--- src/rtl/traffic_timer_bank.sv ---
// Bank of three independent prescaled down-counters timing the traffic light phases.
// Each timer restarts on its reload pulse, counts whole ticks down, then freezes with a sticky done flag.
module traffic_timer_bank #(
  parameter int TICK_DIV = 50000000,
  parameter int DUR_60   = 60,
  parameter int DUR_50   = 50,
  parameter int DUR_10   = 10,
  parameter int CNT_W    = 8
) (
  input  logic             clk,
  input  logic             reset_n,
  input  logic             timer_reset_60,
  input  logic             timer_reset_50,
  input  logic             timer_reset_10,
  output logic             timer_done_60,
  output logic             timer_done_50,
  output logic             timer_done_10,
  output logic [CNT_W-1:0] rem_60,
  output logic [CNT_W-1:0] rem_50,
  output logic [CNT_W-1:0] rem_10
);

  localparam int               PRE_W   = (TICK_DIV > 1) ? $clog2(TICK_DIV) : 1;
  localparam logic [PRE_W-1:0] PRE_MAX = PRE_W'(TICK_DIV - 1);

  // Slot 0 is the long timer, slot 1 the mid timer, slot 2 the short timer.
  logic [2:0]            reload;
  logic [2:0]            done_w;
  logic [2:0][CNT_W-1:0] sec_w;

  assign reload = {timer_reset_10, timer_reset_50, timer_reset_60};

  for (genvar g = 0; g < 3; g++) begin : g_timer
    localparam int               DUR      = (g == 0) ? DUR_60 : (g == 1) ? DUR_50 : DUR_10;
    localparam logic [CNT_W-1:0] SEC_INIT = CNT_W'(DUR);

    logic [PRE_W-1:0] pre_q;
    logic [CNT_W-1:0] sec_q;
    logic             done_q;

    // NOTE: sequential state uses non-blocking assignments so every timer samples pre-edge values.
    always_ff @(posedge clk or negedge reset_n) begin
      if (!reset_n) begin
        pre_q  <= PRE_MAX;
        sec_q  <= SEC_INIT;
        done_q <= 1'b0;
      end else if (reload[g]) begin
        pre_q  <= PRE_MAX;
        sec_q  <= SEC_INIT;
        done_q <= 1'b0;
      end else if (!done_q) begin
        // An expired timer falls through every branch and stays frozen at zero.
        if (pre_q == '0) begin
          pre_q <= PRE_MAX;
          if (sec_q == CNT_W'(1)) begin
            sec_q  <= '0;
            done_q <= 1'b1;
          end else begin
            sec_q <= sec_q - CNT_W'(1);
          end
        end else begin
          pre_q <= pre_q - PRE_W'(1);
        end
      end
    end

    assign done_w[g] = done_q;
    assign sec_w[g]  = sec_q;
  end

  assign timer_done_60 = done_w[0];
  assign timer_done_50 = done_w[1];
  assign timer_done_10 = done_w[2];
  assign rem_60        = sec_w[0];
  assign rem_50        = sec_w[1];
  assign rem_10        = sec_w[2];

endmodule

--- config.mk ---
export PLATFORM = sky130hd
export DESIGN_NAME = traffic_timer_bank
export DESIGN_NICKNAME = d
export VERILOG_FILES = /design/src/rtl/traffic_timer_bank.sv
export SDC_FILE = /design/constraint.sdc
export NUM_CORES = 1
export LEC_CHECK = 0
export CORE_ASPECT_RATIO = 1.4
export CORE_MARGIN = 2
export CORE_UTILIZATION = 60
export DETAILED_ROUTE_END_ITERATION = 16
export PLACE_DENSITY = 0.8
export SYNTH_ARGS = -nofsm -noshare
export SYNTH_HDL_FRONTEND = slang
export SYNTH_SLANG_ARGS = --single-unit
--- constraint.sdc ---
create_clock -name clk -period 6.82 [get_ports clk]
set_clock_uncertainty 0.1 [all_clocks]
set_input_delay 1.364 -clock clk [delete_from_list [all_inputs] [get_ports clk]]
set_output_delay 1.364 -clock clk [all_outputs]
set_load 0.05 [all_outputs]
Yosys cells after proc, flatten, opt, wreduce, memory -nomap -nowiden
Cells that the tools add are included.
{"block": "totals", "register_bits": 105, "in_bits": 5, "output_inout_bits": 27, "wordCells": 63}
{"block": "classes", "add_sub_neg": 6, "n_eq_ne": 6, "mux": 33, "n_reduce_logical": 9}
{"op": "26-bit two-way mux", "count": 9}
{"op": "8-bit two-way mux", "count": 12}
{"op": "26-bit zero test", "count": 3}
{"op": "26-bit by 1-bit subtractor with 26-bit output (second input constant)", "count": 3}
{"op": "8-bit by 1-bit equality test with 1-bit output (second input constant)", "count": 3}
{"op": "8-bit by 1-bit subtractor with 8-bit output (second input constant)", "count": 3}
{"op": "1-bit two-way mux", "count": 12}
{"op": "2-bit inequality test (second input constant)", "count": 3}
{"op": "2-bit AND reduction", "count": 3}
{"op": "2-bit nonzero test", "count": 3}

Depth between registers and ports, before layout
{"block": "logic_depth", "depth_word": 5, "mapped_depth": 8, "mapped_depth_nobuf": 7}

Worst setup path before layout
Ideal clock, no wire load.
{"block": "synth_timing", "path_type": "in2reg", "from": "in timer_reset_60", "to": "reg g_timer[0].pre_q[24]", "setup_time_ns": 0.078, "t_arrival_ns": 2.826, "required_ns": 6.642, "path_slack_ns": 3.816, "cell_stages": 6, "path_buffers": 1, "cell_sequence": "nand2b_1 > clkbuf_1 > nand4b_1 > or4_1 > or3_1 > a21oi_1"}
{"block": "synth_via", "elab_chain_len": 1, "word_cells_on_any_way": 2, "classes_between": "eq/ne: 1; mux: 1"}
{"item": "from (decl)", "line": "12", "text": "input logic timer_reset_60,"}
{"item": "2-bit inequality test (no source line) / 26-bit two-way mux (equally long branches)"}
{"item": "to (signal assigned)", "line": "62", "text": "pre_q <= pre_q - PRE_W'(1);"}
{"item": "to (decl)", "line": "37", "text": "logic [PRE_W-1:0] pre_q;"}
Parallel ways exist; a longest one is shown, timed or not.
A chain may end at the register's enable or synchronous reset.

Worst setup path in the final report
Same ends and word-level chain as after synthesis.

==> flow_summary.toml <==
[yosys]
synth_edf_count = 0
syn-num-nets = 614
yosys_warnings = 0
yosysTopAreaCell = "dfstp_2"
synth_seq_cells = 105
synthArstFlopShare = 1.000
syn_avg_cell_area_um2 = 9.517
syn_inst = 600
synth_area_leaders = "dfstp_2 29%, dfrtp_1 18%, xnor2_1 4.8%"
synth_cell_types = 53
ys_seq_area_frac = 0.4739
syn_area_um2 = 5710
yosysTopAreaCellShare = 0.2899
ys.flop_type = "dfstp_2"

[run]
max_cap_viol_count = 0

[grt]
grt_start_max_net_pins = 62
grt_pass1_wl_mm = 20.13
grtUsageTotal = 0.2433
grt-ovfl-total = 0
grt_pass1_vias = 4441
antenna_found_initial = 0

[cts]
cts-root-buf = "clkbuf_16"
clk_pin_slew_ns = 0.06
cts_hold_buffers = 0
clock-sinks = 105
cts_tree = "yes"
cts_max_level = 3
clock_latency_ns = 0.35
postCtsSetupRepairBufs = 0
cts_resized = 0
cts_made_buffers = 9
cts_buffer_depth = 2

[worst_setup_path]
crit_fanout = 14
max_stage_delay_ns = 0.77
worstPathArrival_ns = 3.79
worst_setup_path_start_kind = "input pin"
crit_required_ns = 6.99
worstSetupPathType = "in2reg"
critical_path.cell_chain = "clkdlybuf4s50_1, nand2b_1, nand4b_1, or4_1, or3_1, a21oi_1"
end_kind = "register"
cpMaxStageDelayCell = "clkdlybuf4s50_1"

[drt]
drtIter0Drc = 215
routed_via_density = 6.078
met1_length_mm = 4.946
drc = 0
wl_met3_um = 367
drtAntennaViolNets = 0
firstDrtPassIters = 4
vias = 4492
wl_met2_mm = 6.140
postRouteWirelength_mm = 11.74
top_layer_used = "met4"
wl_per_cell_um = 15.88

[timing]
layout_min_cycle_time_ns = 3.614
fin_tns_setup_ns = 0
hold_viol_final = 0
setup_viol = 0
max_freq_mhz = 276.7
drv_slew = 0
relSlewSlack = 0.2671
period_share = 0.5299
rsz0062_at_grt = "false"
worst-slew-pin-transition_ns = 1.095

[cells_and_area]
area_growth_pct = 12.27
drive_above_1_share = 0.1717
layout.nets = 638
diodes = 0

[die]
die_h_um = 119.4
start_util = 0.6105
rows = 42
die_width_um = 86.45
die_area_um2 = 10320
ios = 32
core_region_area_um2 = 9354

[power]
p_leak_nw = 2.309
report.power.total_mw = 1.233
peakVddDrop_mv = 0.1493
power_density_nw_per_um2 = 192.4

[placed_design]
place.port_buffers = 31
dp.final_hpwl_mm = 8.182
place_congestion = 0.8678

[hold_path]
hp-class = "reg2reg"

[outcome]
status = "completed"
routing by layer:
metal,global-route usage,vias to the layer above
li1,-,2170
met2,0.4207,95
met1,0.2864,2200
met4,0.1113,0
met3,0.04782,27
met5,0,-
cells by family after synthesis:
kind of cell | after synthesis | synth area share
simple gates | 325 | 0.3138
flops | 105 | 0.4739
xor+xnor | 59 | 0.09049
compound gates | 57 | 0.06245
buf+inv | 37 | 0.02476
fa+ha+maj | 9 | 0.01972
mux | 8 | 0.01490
registers in the layout, summed over array words and instances (netlist names):
| register | count |
|---|---|
| g_timer.pre_q | 78 |
| rem_10 | 8 |
| rem_50 | 8 |
| rem_60 | 8 |
| timer_done_10 | 1 |
| timer_done_50 | 1 |
| timer_done_60 | 1 |
layout make-up:
| type | instances | area, µm² |
|---|---|---|
| fillers | 723 | 2943 |
| multi-input cells | 458 | 2863 |
| flip-flops and latches | 105 | 2706 |
| repair buffers | 32 | 315.3 |
| clock buffers | 11 | 242.7 |
| well taps | 110 | 137.6 |
| clock inverters | 5 | 78.83 |
| inverters | 18 | 67.56 |
placed cells by master, fill, tap and decap left out, drive strengths merged, types with 3 or more instances in the layout:
master,instances
xnor2,31
or2,10
nor2b,12
inv,18
clkdlybuf4s50,30
dfrtp,42
a21oi,18
nand2,65
nor4b,6
clkbuf,11
nand4,13
nand4b,6
nor2,63
nor4,30
mux2,4
and3,3
nand3b,5
o41ai,3
xor2,28
nand2b,9
or3,22
ha,9
nor3,40
clkinv,3
a211o,3
or4,17
o21ai,16
dfstp,63
mux2i,4
nand3,16
path summary, 6_finish.rpt:
path,start,to,slack (ns),cells past startpoint
worst max-delay path,timer_reset_60,g_timer[0].pre_q[24],3.21,6
worst min-delay path,g_timer[2].pre_q[23],g_timer[2].pre_q[23],0.42,2
worst max register to register,g_timer[2].pre_q[10],g_timer[2].pre_q[25],3.90,5
worst min register to register,g_timer[2].pre_q[23],g_timer[2].pre_q[23],0.42,2
max in group asynchronous,reset_n,g_timer[2].pre_q[24],4.59,2
min in group asynchronous,reset_n,g_timer[1].pre_q[16],0.90,1
metrics by stage:
stage	hold WS [ns]	util	instance area, µm²	std cells	setup WS [ns]
5_1_grt	0.4408	0.6854	6411	739	3.027
3_3_place_gp	0.3921	0.6510	6090	723	2.971
6_report	0.4175	0.6854	6411	739	3.206
4_1_cts	0.4122	0.6854	6411	739	3.233
3_5_place_dp	0.3952	0.6510	6090	723	2.897
2_1_floorplan	0.3748	-	5710	600	3.816
Yosys cell counts, types with 12 or more instances:
cell / number
or3_1: 22
or4_1: 13
dfrtp_1: 42
inv_1: 18
nor4_1: 26
dfstp_2: 63
xnor2_1: 31
nand4_1: 13
clkbuf_1: 17
nand3_1: 16
a21oi_1: 18
o21ai_0: 16
nor2_1: 63
xor2_1: 28
nand2_1: 65
nor3_1: 38
nor2b_1: 12
report_power, final:
group | internal, mW | leakage, nW | total, mW | switching, mW
registers | 0.632 | 1.25 | 0.637 | 0.00460
clock network | 0.331 | 0.159 | 0.554 | 0.223
logic | 0.0126 | 0.899 | 0.0425 | 0.0299
total | 0.976 | 2.31 | 1.23 | 0.257
worst max-delay path: cells and delay by family:
kind                   cells  cell delay [ns]
buffers and inverters      1             0.77
AOI/OAI and AO/OA          1             0.15
and+or+nand+nor            4             1.50
Note: power is estimated with default switching activity, not from simulation.
